$ cat src/rtl/sram_mem_controller.sv
// Sequences 32-bit loads/stores as two half-word accesses on a 16-bit async SRAM.
// Define SRAM_ADDR_CHECK_EN to reject out-of-range or misaligned addresses.
module sram_mem_controller #(
   parameter int BASE_ADDR   = 1024,
   parameter int WAIT_CYCLES = 2,
   parameter int SRAM_AW     = 18
) (
   input  logic               clk,
   input  logic               rst,
   input  logic               rd_en,
   input  logic               wr_en,
   input  logic [31:0]        address,
   input  logic [31:0]        write_data,
   output logic [31:0]        read_data,
   output logic               ready,
   output logic               addr_err,
   output logic [SRAM_AW-1:0] sram_addr,
   output logic [15:0]        sram_dq_out,
   output logic               sram_dq_oe,
   input  logic [15:0]        sram_dq_in,
   output logic               sram_we_n,
   output logic               sram_oe_n
);

   localparam int CW = (WAIT_CYCLES > 1) ? $clog2(WAIT_CYCLES) : 1;

   typedef enum logic [1:0] {IDLE, LOW, HIGH, DONE} state_t;

   state_t             state_q, state_d;
   logic [CW-1:0]      cnt_q, cnt_d;
   logic               isWrite_q, isWrite_d;
   logic [SRAM_AW-2:0] wordIdx_q, wordIdx_d;
   logic [31:0]        wdata_q, wdata_d;
   logic [31:0]        readData_q, readData_d;
   logic [SRAM_AW-1:0] sramAddr_q, sramAddr_d;
   logic [15:0]        dqOut_q, dqOut_d;
   logic               dqOe_q, dqOe_d;
   logic               weN_q, weN_d;
   logic               oeN_q, oeN_d;
   logic               addrErr_q, addrErr_d;

   logic               req;
   logic [31:0]        idxFull;
   logic               lastCycle;
   logic               badAddr;
   logic               highHalf;
   logic               unusedBits;

   assign req       = rd_en | wr_en;
   assign idxFull   = (address - 32'(BASE_ADDR)) >> 2;
   assign lastCycle = (cnt_q == CW'(WAIT_CYCLES - 1));
   assign unusedBits = ^{idxFull[31:SRAM_AW-1], address[1:0]};

`ifdef SRAM_ADDR_CHECK_EN
   assign badAddr = (address < 32'(BASE_ADDR)) || (address[1:0] != 2'b00) ||
                    (idxFull[31:SRAM_AW-1] != '0);
`else
   assign badAddr = 1'b0;
`endif

   // Strobes are computed from the state being entered, so the pins are registered
   // and change exactly on the cycle the controller enters LOW/HIGH.
   always_comb begin
      state_d    = state_q;
      cnt_d      = cnt_q;
      isWrite_d  = isWrite_q;
      wordIdx_d  = wordIdx_q;
      wdata_d    = wdata_q;
      readData_d = readData_q;
      sramAddr_d = sramAddr_q;
      dqOut_d    = dqOut_q;
      dqOe_d     = 1'b0;
      weN_d      = 1'b1;
      oeN_d      = 1'b1;
      addrErr_d  = 1'b0;
      highHalf   = 1'b0;

      case (state_q)
         IDLE: begin
            if (req) begin
               if (badAddr) begin
                  state_d   = DONE;
                  addrErr_d = 1'b1;
               end else begin
                  state_d   = LOW;
                  cnt_d     = '0;
                  isWrite_d = wr_en;
                  wordIdx_d = idxFull[SRAM_AW-2:0];
                  wdata_d   = write_data;
               end
            end
         end
         LOW: begin
            if (lastCycle) begin
               if (!isWrite_q) readData_d[15:0] = sram_dq_in;
               state_d = HIGH;
               cnt_d   = '0;
            end else begin
               cnt_d = cnt_q + 1'b1;
            end
         end
         HIGH: begin
            if (lastCycle) begin
               if (!isWrite_q) readData_d[31:16] = sram_dq_in;
               state_d = DONE;
               cnt_d   = '0;
            end else begin
               cnt_d = cnt_q + 1'b1;
            end
         end
         default: state_d = IDLE;
      endcase

      if (state_d == LOW || state_d == HIGH) begin
         highHalf   = (state_d == HIGH);
         sramAddr_d = {wordIdx_d, highHalf};
         if (isWrite_d) begin
            dqOut_d = highHalf ? wdata_d[31:16] : wdata_d[15:0];
            dqOe_d  = 1'b1;
            weN_d   = 1'b0;
         end else begin
            oeN_d = 1'b0;
         end
      end
   end

   always_ff @(posedge clk or negedge rst) begin
      if (!rst) begin
         state_q    <= IDLE;
         cnt_q      <= '0;
         isWrite_q  <= 1'b0;
         wordIdx_q  <= '0;
         wdata_q    <= '0;
         readData_q <= '0;
         sramAddr_q <= '0;
         dqOut_q    <= '0;
         dqOe_q     <= 1'b0;
         weN_q      <= 1'b1;
         oeN_q      <= 1'b1;
         addrErr_q  <= 1'b0;
      end else begin
         state_q    <= state_d;
         cnt_q      <= cnt_d;
         isWrite_q  <= isWrite_d;
         wordIdx_q  <= wordIdx_d;
         wdata_q    <= wdata_d;
         readData_q <= readData_d;
         sramAddr_q <= sramAddr_d;
         dqOut_q    <= dqOut_d;
         dqOe_q     <= dqOe_d;
         weN_q      <= weN_d;
         oeN_q      <= oeN_d;
         addrErr_q  <= addrErr_d;
      end
   end

   assign ready       = ((state_q == IDLE) && !req) || (state_q == DONE);
   assign read_data   = readData_q;
   assign addr_err    = addrErr_q;
   assign sram_addr   = sramAddr_q;
   assign sram_dq_out = dqOut_q;
   assign sram_dq_oe  = dqOe_q;
   assign sram_we_n   = weN_q;
   assign sram_oe_n   = oeN_q;

endmodule

$ cat config.mk
export PLATFORM = sky130hd
export DESIGN_NAME = sram_mem_controller
export DESIGN_NICKNAME = d
export VERILOG_FILES = /design/src/rtl/sram_mem_controller.sv
export SDC_FILE = /design/constraint.sdc
export NUM_CORES = 1
export LEC_CHECK = 0
export BUFFER_PORTS_ARGS = -buffer_cell sky130_fd_sc_hd__buf_2
export CAP_MARGIN = 20
export CORE_MARGIN = 1
export CORE_UTILIZATION = 46
export DETAILED_ROUTE_END_ITERATION = 12
export GPL_TIMING_DRIVEN = 0
export MAX_ROUTING_LAYER = met4
export PLACE_DENSITY = 0.72
export SYNTH_ARGS = -nofsm -noshare
export SYNTH_HDL_FRONTEND = slang
export SYNTH_SLANG_ARGS = --single-unit
$ cat constraint.sdc
create_clock -name clk -period 3.8 [get_ports clk]
set_input_delay 0.57 -clock clk [delete_from_list [all_inputs] [get_ports clk]]
set_output_delay 0.57 -clock clk [all_outputs]
set_load 0.05 [all_outputs]
**After elaboration in Yosys (flattened, before gate mapping)**

Index checks and enable logic that the tools add are counted.

- Shifts and indexed selects: 0
- Order comparisons: 0
- Multipliers: 0
- Reduce and logical (&&, ||, !) cells: 11
- Bitwise gates (word level): 2
- Divide/modulo/power cells: 0
- Add/subtract/negate cells: 2
- Equality and inequality tests: 6
- Muxes and demuxes: 19

Operators by type and width:

| cell | number |
|---|---|
| 32-bit 2-to-1 mux | 2 |
| 17-bit 2-to-1 mux | 2 |
| 19-bit by 11-bit subtractor with 19-bit output (second input constant) | 1 |
| 16-bit 2-to-1 mux | 1 |
| 1-bit 2-to-1 mux | 9 |
| 2-bit equality test (second input constant) | 3 |
| 2-bit 2-to-1 mux | 3 |
| 2-bit one-hot mux with 3 select lines | 1 |
| 3-bit AND reduction | 2 |
| 2-bit by 1-bit equality test with 1-bit output (second input constant) | 2 |
| 2-bit AND reduction | 2 |
| 2-bit zero test | 1 |
| 1-bit logical OR | 2 |
| 2-bit inequality test (second input constant) | 1 |
| 1-bit one-hot mux with 2 select lines | 1 |
| 2-bit nonzero test | 1 |
| 2-bit OR reduction | 1 |
| 1-bit adder (second input constant) | 1 |
| 1-bit logical AND | 1 |
| 1-bit zero test | 1 |
| 1-bit NOT | 1 |
| 1-bit OR | 1 |

- ROM bits: 0
- Latch bits: 0
- Output and inout bits: 71
- Memory bits (writable): 0
- Bits in registers: 122
- Memories: 0
- Word-level logic and storage cells: 52

**Longest topological paths before layout**

Gate-level depths: netlist (run 1).

- Depth in word-level cells: 6
- Mapped depth: 11

**Worst setup path after synthesis (run 1)**

OpenSTA, ideal clock, no wires.

- Path type: reg2reg
- From: register state_q[0]
- To: register dqOut_q[14], in the netlist sram_dq_out[14]
- Path slack: 1,015 ps
- Setup time: 128 ps
- Stages on the path, launching flop included: 12
- Arrival: 2,657 ps
- Data required time: 3,672 ps
- Path through: dfrtp_1 -> inv_1 -> ha_1 -> o21ai_1 -> buf_2 -> buf_2 -> a211o_1 -> ha_1 -> clkbuf_1 -> buf_2 -> mux4_2 -> mux2_1

- Longest elaborated chain between the ends: 5
- Elaborated cells on any way between the ends: 14
- Classes of those cells: eq/ne: 4; mux: 7; reduce/logical: 3

RTL lines:

| what | RTL line | source |
|---|---|---|
| start: declaration | 29 | `state_t state_q, state_d;` |
| start signal: assignment | 142 | `state_q <= state_d;` |
| 2-bit equality test (tied with other cells) | 78 | `case (state_q)` |
| 2-bit one-hot mux with 3 select lines | 78 |  |
| 2-bit by 1-bit equality test with 1-bit output / 2-bit equality test (equally long branches) | 114, 115 |  |
| 1-bit logical OR | 114 | `if (state_d == LOW \|\| state_d == HIGH) begin` |
| 2-bit AND reduction (no line) | n/a |  |
| end signal: assignment | 149 | `dqOut_q <= dqOut_d;` |
| end: declaration | 36 | `logic [15:0] dqOut_q, dqOut_d;` |

Parallel ways exist; a longest one is shown, timed or not.
A chain may end at the register's enable or synchronous reset.

**Worst setup path in the final report (run 1)**

Same ends and word-level chain as after synthesis.

==> impl_metrics.ini, run 1 <==
[clock_tree]
cts_tree = built
clkLatencyLatePin_ps = 520
cts.htree.levels = 4
clk_pin_slew_worst_paths_ps = 60
cts_setup_buffers = 0
cts_resized = 0
hold_buffers = 1
cts-root-buf = clkbuf_8
cts.sinks = 122
ctsLongestPathBuffers = 2
numCtsBuffers = 17

[layout]
drive_above_1_share_pct = 44.7
layout.nets = 668
area_growth_pct = 29.7

[place]
place_hpwl_um = 8270
port_buffers = 138
routabilityCongestion = 0.790

[worst_hold_path]
holdCritPathClass = primary input to flip-flop

[run_status]
status = complete, no violations

[grt]
grt_pass1_wl_um = 19000
grt_usage_pct = 22.7
antenna_found_initial = 1
grt_pass1_vias = 3926
grt_max_degree = 90
grt_overflow = 0

[sta]
relSlewSlack_pct = 61.9
skew_ps = 6.20
slew_violations = 0
tns_ps = 0
max_freq_mhz = 294
period_share_pct = 89.5
rsz0062_at_grt = no
period_needed_ps = 3400
worst_pin_slew_ps = 571
setup_viol = 0
hold_violations = 0

[synthesis]
syn_area_per_cell_sq_um = 12.3
synth_cells = 419
synth_edf_count = 0
dominantRegCellSynth = dfrtp_1
synth_top_family_by_area = multiplexers
synthAdderAreaFrac_pct = 1.46
synth_mux_area_share_pct = 20.8
syn_nets = 509
synth_compound_area_share_pct = 3.11
synth-simple-area-share_pct = 11.8
synth-seq-cells = 122
synth_warnings = 0
seq_area_frac_synth_pct = 59.3
synth_cell_types = 36
synth_area_sq_um = 5150
synth_xor_area_share_pct = 0.680
ys_async_sr_fraction_pct = 100

[floorplan]
die_x_um = 108
die_y_um = 108
fp.dieArea_sq_um = 11600
core_sq_um = 10900
ioPinCount = 155
num_rows = 38
initial_core_util_pct = 47.3

[worst_setup_path]
arrival_ps = 3800
crit_path_start = state_q[0]
cp.required_ps = 4200
crit_path_max_fanout = 10
regToRegSetupSlack_ps = 400
ff2ff_path_depth = 11
reg2reg_from = state_q[0]
endpoint_kind = flip-flop
critical_path_class = flip-flop to flip-flop
cp-start-kind = flip-flop
endpoint = sram_dq_out[14]
timing.rr.end = sram_dq_out[14]

[detailed_routing]
viasPerCell = 5.09
final_antenna_net_count = 0
dr.pass1.iters = 4
drc = 0
wl_per_cell_um = 16.0
wirelength_um = 11700
drt-initial-drc-count = 163
num_vias = 3723

[job]
maxCapViolCount = 0
layout make-up:
cell class / instances / area [sq um]
inverter: 8 / 30.0
tap: 140 / 175
timing repair buffer: 140 / 734
clock buffer: 18 / 418
clock inverter: 14 / 203
multi-input combinational: 267 / 1950
antenna: 1 / 2.50
fill: 883 / 4200
sequential: 122 / 3060
buffer: 22 / 114
synth_stat cells, types with 2 or more instances:
master      n  area (sq um)
o221ai_1    2          17.5
mux2_1      4          45.0
or4_4       2          22.5
xnor2_1     4          35.0
o31ai_1     2          15.0
mux4_2     16           360
a21oi_1     4          20.0
buf_6       2          22.5
a31oi_1     2          12.5
nor2_1      8          30.0
dfstp_2     2          52.6
mux2_2     59           664
nor3b_1     2          15.0
buf_2      10          50.1
dfrtp_1   120          3000
o21ai_0     8          40.0
clkbuf_1    8          30.0
nand2_1   133           499
inv_1       8          30.0
ha_1        6          75.1
nor4_1      2          12.5
through the flow:
| step | instances | cell area (sq um) | util, % | setup WS [ps] | hold slack, ps |
|---|---|---|---|---|---|
| 3_5_place_dp | 698 | 6050 | 55.6 | 354 | 455 |
| 3_3_place_gp | 697 | 6020 | 55.3 | 431 | 451 |
| 6_report | 732 | 6690 | 61.4 | 397 | 263 |
| 5_1_grt | 732 | 6690 | 61.4 | 157 | 254 |
| 2_1_floorplan | 419 | 5150 | - | 1020 | 274 |
| 4_1_cts | 731 | 6680 | 61.4 | 327 | 234 |
layer usage:
| metal | routed length (um) | global-route usage (%) |
|---|---|---|
| met1 | 4840 | 27.0 |
| met2 | 5960 | 36.3 |
| met3 | 645 | 5.93 |
| met4 | 243 | 10.4 |
| met5 | 0 | - |
critical path: stages, from the launching register on:
cell and delay, ps:
dfrtp_1 410, inv_1 90, ha_1 280, o21ai_1 180, buf_2 280, buf_2 250
a211o_1 170, ha_1 140, clkbuf_1 430, buf_2 400, mux4_2 350, mux2_1 290
flip-flops by register name, indices dropped and copies added, names as in the netlist:
| name | count |
|---|---|
| read_data | 32 |
| wdata_q | 32 |
| sram_addr | 18 |
| wordIdx_q | 17 |
| sram_dq_out | 16 |
| state_q | 2 |
| cnt_q | 1 |
| isWrite_q | 1 |
| sram_dq_oe | 1 |
| sram_oe_n | 1 |
| sram_we_n | 1 |
how the worst min path moves through the flow:
stage                             start           end  slack (ps)  cells after the start
after floorplan                     rst         cnt_q         270                      0
after global placement     wordIdx_q[3]  wordIdx_q[3]         450                      2
after detailed placement   wordIdx_q[3]  wordIdx_q[3]         450                      2
after CTS                 write_data[0]    wdata_q[0]         230                      3
after global routing      write_data[0]    wdata_q[0]         250                      3
final                     write_data[0]    wdata_q[0]         260                      3
layout by cell type, fill, tap and decap left out, types with 2 or more instances in the layout:
master | synthesis | routed
buf_2 | 10 | 147
nand2_1 | 133 | 133
dfrtp_1 | 120 | 120
mux2_2 | 59 | 59
mux4_2 | 16 | 16
clkbuf_16 | 0 | 16
clkbuf_1 | 8 | 9
inv_1 | 8 | 8
o21ai_0 | 8 | 8
nor2_1 | 8 | 8
ha_1 | 6 | 6
clkinv_2 | 0 | 6
bufinv_16 | 0 | 5
xnor2_1 | 4 | 4
a21oi_1 | 4 | 4
mux2_1 | 4 | 4
buf_6 | 2 | 3
clkinvlp_4 | 0 | 3
or4_4 | 2 | 2
nor4_1 | 2 | 2
nor3b_1 | 2 | 2
a31oi_1 | 2 | 2
o31ai_1 | 2 | 2
o221ai_1 | 2 | 2
dfstp_2 | 2 | 2
cells by family (layout without fill, tap and decap cells):
kind of cell | count (synthesis) | in the layout
flip-flops | 122 | 122
other | 1 | 2
AO/OA/AOI/OAI | 25 | 25
buffers and inverters | 30 | 202
adder cells (fa/ha/maj) | 6 | 6
AND/OR/NAND/NOR | 152 | 152
multiplexers | 79 | 79
XOR/XNOR | 4 | 4
Power of run 1 is not shown: default switching activity piles up to over one toggle a cycle in this logic, so the estimate is an artifact.
==> inputs of run 2 (changes only) <==
--- a/config.mk
+++ b/config.mk
@@ -5,6 +5,7 @@
 export SDC_FILE = /design/constraint.sdc
 export NUM_CORES = 1
 export LEC_CHECK = 0
+export ABC_AREA = 1
 export BUFFER_PORTS_ARGS = -buffer_cell sky130_fd_sc_hd__buf_2
 export CAP_MARGIN = 20
 export CORE_MARGIN = 1
==> impl_metrics.ini, run 2 <==
[run_status]
status = complete, no violations

[floorplan]
num_rows = 38
initial_core_util_pct = 47.1
die_x_um = 107
die_y_um = 107
core_sq_um = 10800
fp.dieArea_sq_um = 11500
ioPinCount = 155

[clock_tree]
cts.sinks = 122
cts_tree = built
ctsLongestPathBuffers = 2
cts_setup_buffers = 0
cts_resized = 0
cts.htree.levels = 4
clkLatencyLatePin_ps = 510
cts-root-buf = clkbuf_8
hold_buffers = 0
clk_pin_slew_worst_paths_ps = 60
numCtsBuffers = 17

[grt]
grt_max_degree = 70
grt_pass1_wl_um = 21400
grt_overflow = 0
grt_pass1_vias = 4578
antenna_found_initial = 0
grt_usage_pct = 24.8

[layout]
area_growth_pct = 29.5
fill_cells = 945
num_antenna_cells = 0
instances_no_fill = 891
regArea_sq_um = 3060
mostFrequentLayoutCells = 236 x nand2_1, 145 x buf_2, 120 x dfrtp_1
layout_commonest_cell = nand2_1
drive_above_1_share_pct = 25.3
layout.nets = 828
multi_input_area_sq_um = 1730

[job]
maxCapViolCount = 0

[synthesis]
synth_area_sq_um = 5080
synth-seq-cells = 122
synth_top_area_cell = dfrtp_1
synth_common_cells = 236 x nand2_1, 120 x dfrtp_1, 63 x nand3_1, 42 x o21ai_0, 41 x inv_1
syn_nets = 670
yosys.area.top_type_share_pct = 59.1
synthTopCellsByArea = dfrtp_1 59%, nand2_1 17%, nand3_1 6.2%, o21ai_0 4.1%, inv_1 3.0%
seq_area_frac_synth_pct = 60.1
dominantRegCellSynth = dfrtp_1
synth_cell_types = 24
yosysMostFrequentCell = nand2_1
synth_warnings = 0
synth_cells = 580
ys_async_sr_fraction_pct = 100
syn_area_per_cell_sq_um = 8.76
synth_edf_count = 0

[place]
place_hpwl_um = 8840
routabilityCongestion = 0.842
place_ws_ps = 744
dp_cells = 859
port_buffers = 138

[detailed_routing]
final_antenna_net_count = 0
num_vias = 4448
drc = 0
dr.pass1.iters = 4
drt-initial-drc-count = 218
wl_per_cell_um = 14.2
viasPerCell = 4.99
wirelength_um = 12700

[worst_setup_path]
arrival_ps = 3490
cp-start-kind = flip-flop
cp_num_buf_inv = 7
regToRegSetupSlack_ps = 700
path_delay_family = buffers and inverters
critical_path_class = flip-flop to flip-flop
critPathMaxStageDelay_ps = 480
endpoint_kind = flip-flop
crit_slowest_cell = clkbuf_1
path_cells = inv_1, ha_1, o21ai_4, buf_4, buf_4, a31oi_1, inv_1, ha_1, buf_2, clkinv_1, clkbuf_1, nand3_1, nand3_1, nand2_1
cp.required_ps = 4190
crit_path_max_fanout = 10

[worst_hold_path]
holdCritPathClass = primary input to asynchronous set/reset pin

[sta]
setup_viol = 0
worst_pin_slew_ps = 588
max_freq_mhz = 322
hold_violations = 0
slew_violations = 0
tns_ps = 0
period_share_pct = 81.6
rsz0062_at_grt = no
period_needed_ps = 3100
setup_slack_ps = 699
relSlewSlack_pct = 60.8
skew_ps = 10.2
[run 2: changes by cell type after synthesis, sizes merged, moves of 3 or more]
cell    delta
inv       +36
mux2      -63
o21ai     +34
or2        +4
a31oi      +7
nand3     +63
clkbuf     +4
mux4      -16
nor2      +11
nand2    +103
xnor2      -3
[run 2: final cells by class]
cell class	instances	share of cell area, %
Timing Repair Buffer	139	11.0
Tap cell	140	2.66
Sequential cell	122	46.4
Inverter	45	2.61
Clock buffer	24	7.30
Multi-Input combinational cell	388	26.3
Buffer	25	1.86
Clock inverter	8	1.79
[run 2: logic make-up after synthesis]
family | count (synthesis) | share of synthesized area [%]
xor gates and xnor gates | 1 | 0.172
adders and majority gates | 6 | 1.48
AOI/OAI and AO/OA | 57 | 6.38
and+or+nand+nor | 323 | 26.0
other | 1 | 0.0738
DFF | 122 | 60.1
buffers and inverters | 70 | 5.79
[run 2: worst reg2reg max path, delay by kind of cell (launching register included)]
family,cells,cell delay (ps)
flops,1,400
fa+ha+maj,2,490
simple gates,3,340
compound gates,2,370
buf+inv,7,1400
[run 2: worst paths after layout]
kind / start / end / cells after the start
max: state_q[1] / sram_dq_out[13] / 14
min: rst / sram_dq_out[7] / 1
max reg2reg: state_q[1] / sram_dq_out[13] / 14
min reg2reg: sram_dq_out[12] / sram_dq_out[12] / 2
max in group asynchronous: rst / sram_oe_n / 2
min in group clk: write_data[23] / wdata_q[23] / 3
[run 2: per-stage QoR]
stage | cell area, sq um | utilization (%) | hold slack [ps]
floorplan | 5080 | - | 274
global placement | 5950 | 55.1 | 457
detailed placement | 5980 | 55.4 | 460
CTS | 6580 | 61.0 | 7.89
global route | 6580 | 61.0 | 38.7
finish | 6580 | 61.0 | 6.96
[run 2: routing by layer]
layer / vias to the layer above / wire (um) / track usage, %
met5: - / 0 / -
met4: 0 / 275 / 9.30
met3: 25 / 569 / 5.05
met2: 127 / 6380 / 40.6
met1: 2150 / 5450 / 30.4
li1: 2146 / - / -
Power of run 2 is left out for the same reason.
==> inputs of run 3 (changes only) <==
--- a/config.mk
+++ b/config.mk
@@ -13,7 +13,7 @@
 export DETAILED_ROUTE_END_ITERATION = 12
 export GPL_TIMING_DRIVEN = 0
 export MAX_ROUTING_LAYER = met4
-export PLACE_DENSITY = 0.72
+export PLACE_DENSITY = 0.75
 export SYNTH_ARGS = -nofsm -noshare
 export SYNTH_HDL_FRONTEND = slang
 export SYNTH_SLANG_ARGS = --single-unit
==> constraint.sdc (replaced) <==
create_clock -name clk -period 2.7 [get_ports clk]
set_input_delay 0.405 -clock clk [delete_from_list [all_inputs] [get_ports clk]]
set_output_delay 0.405 -clock clk [all_outputs]
set_load 0.05 [all_outputs]
==> impl_metrics.ini, run 3 (synthesized netlist as in run 2, its figures left out) <==
[sta]
period_needed_ps = 2500
slew_violations = 0
setup_slack_ps = 205
rsz0062_at_grt = no
setup_viol = 0
relSlewSlack_pct = 62.2
hold_violations = 0
period_share_pct = 92.4
worst_pin_slew_ps = 567
skew_ps = 7.81
max_freq_mhz = 401

[place]
place_ws_ps = -347
port_buffers = 138
place_hpwl_um = 8720
postPlaceCellArea_sq_um = 5980
routabilityCongestion = 0.935

[grt]
grt_pass1_vias = 4467
antenna_found_initial = 0
met1_usage_pct = 29.1
top_usage_layer = met2
grtUsageMet2_pct = 39.4
grt_pass1_wl_um = 21000
grt_overflow = 0
grt_usage_pct = 24.4
grt_max_degree = 65
grtUsageMet3_pct = 6.63

[floorplan]
core_sq_um = 10800
fp.dieArea_sq_um = 11500
initial_core_util_pct = 47.1
ioPinCount = 155
num_rows = 38
die_y_um = 107
die_x_um = 107

[detailed_routing]
wl_per_cell_um = 14.2
dr.pass1.iters = 5
viasPerCell = 5.00
drc = 0
num_vias = 4468
final_antenna_net_count = 0
wirelength_um = 12700
drt-initial-drc-count = 314

[layout]
drive_above_1_share_pct = 26.9
layout_commonest_cell = nand2_1
fill_cells = 909
num_antenna_cells = 0
design_area_sq_um = 6700
layout.nets = 831
mostFrequentLayoutCells = 236 x nand2_1, 145 x buf_2, 120 x dfrtp_1
area_growth_pct = 31.9

[worst_setup_path]
crit_path_max_fanout = 10
critical_path_class = flip-flop to flip-flop
arrival_ps = 2900
cp-start-kind = flip-flop
endpoint_kind = flip-flop
cp.required_ps = 3100

[clock_tree]
cts.sinks = 122
clkLatencyLatePin_ps = 510
ctsLongestPathBuffers = 2
cts.htree.levels = 4
clk_pin_slew_worst_paths_ps = 60
cts_tree = built
cts-root-buf = clkbuf_8
numCtsBuffers = 17

[job]
maxCapViolCount = 0

[run_status]
status = complete, no violations

[worst_hold_path]
holdCritPathClass = primary input to flip-flop
run 3: changes by cell type in the layout (fill, tap and decap cells not counted), moves of 2 or more:
cell	before	now
buf_4	5	8
bufinv_16	3	5
clkbuf_1	15	8
clkbuf_2	0	3
clkinv_2	4	2
clkinvlp_4	1	4
ha_1	6	4
ha_4	0	2
run 3: layer usage:
metal  wire [um]  vias up  share of wire [%]
li1            -     2157                  -
met1        5350     2110                 42
met2        6280      177                 50
met3         774       24                6.1
met4         244        0                1.9
met5           0        -                  0
run 3: repair_timing:
| item | CTS | global route |
|---|---|---|
| pin swaps | 1 | 0 |
| buffers inserted | 1 | 1 |
| hold buffers | 1 | 0 |
| setup endpoints to repair | 28 | 29 |
| endpoints found under the hold margin | 57 | 0 |
| resized for setup | 8 | 8 |
run 3: path summary, 6_finish.rpt:
path / startpoint / to / slack (ps) / cells past startpoint
max: state_q[1] / sram_dq_out[10] / 200 / 14
min: address[3] / wordIdx_q[1] / 110 / 3
max reg2reg: state_q[1] / sram_dq_out[10] / 200 / 14
min reg2reg: sram_dq_out[2] / sram_dq_out[2] / 470 / 2
max in group asynchronous: rst / sram_oe_n / 1540 / 3
min in group asynchronous: rst / wdata_q[24] / 420 / 2
run 3: worst max-delay path: stages (launching register included):
cell and delay (ps):
dfrtp_1 410, inv_1 170, ha_4 190, o21ai_4 90
buf_4 180, buf_4 170, a31oi_1 210, inv_1 100
ha_4 160, buf_2 180, clkinvlp_4 100, clkbuf_8 170
nand3_1 110, nand3_1 100, nand2_1 50
run 3: layout make-up:
cell class	count	area, sq um	share of cell area, %
sequential	122	3060	45.6
clock inverter	11	191	2.86
clock buffer	21	459	6.85
multi-input combinational	388	1760	26.2
buffer	25	140	2.09
timing repair buffer	142	749	11.2
tap	140	175	2.61
inverter	45	175	2.61
run 3: through the flow:
| stage | utilization, % | cells | setup TNS, ps | hold WS [ps] |
|---|---|---|---|---|
| after floorplan | - | 580 | 0 | 109 |
| after global placement | 55.1 | 858 | -29560 | 457 |
| after detailed placement | 55.4 | 859 | -5660 | 409 |
| after CTS | 61.8 | 893 | 0 | 86.3 |
| after global routing | 62.1 | 894 | 0 | 88.7 |
| final | 62.1 | 894 | 0 | 106 |
Power of run 3 is left out for the same reason.
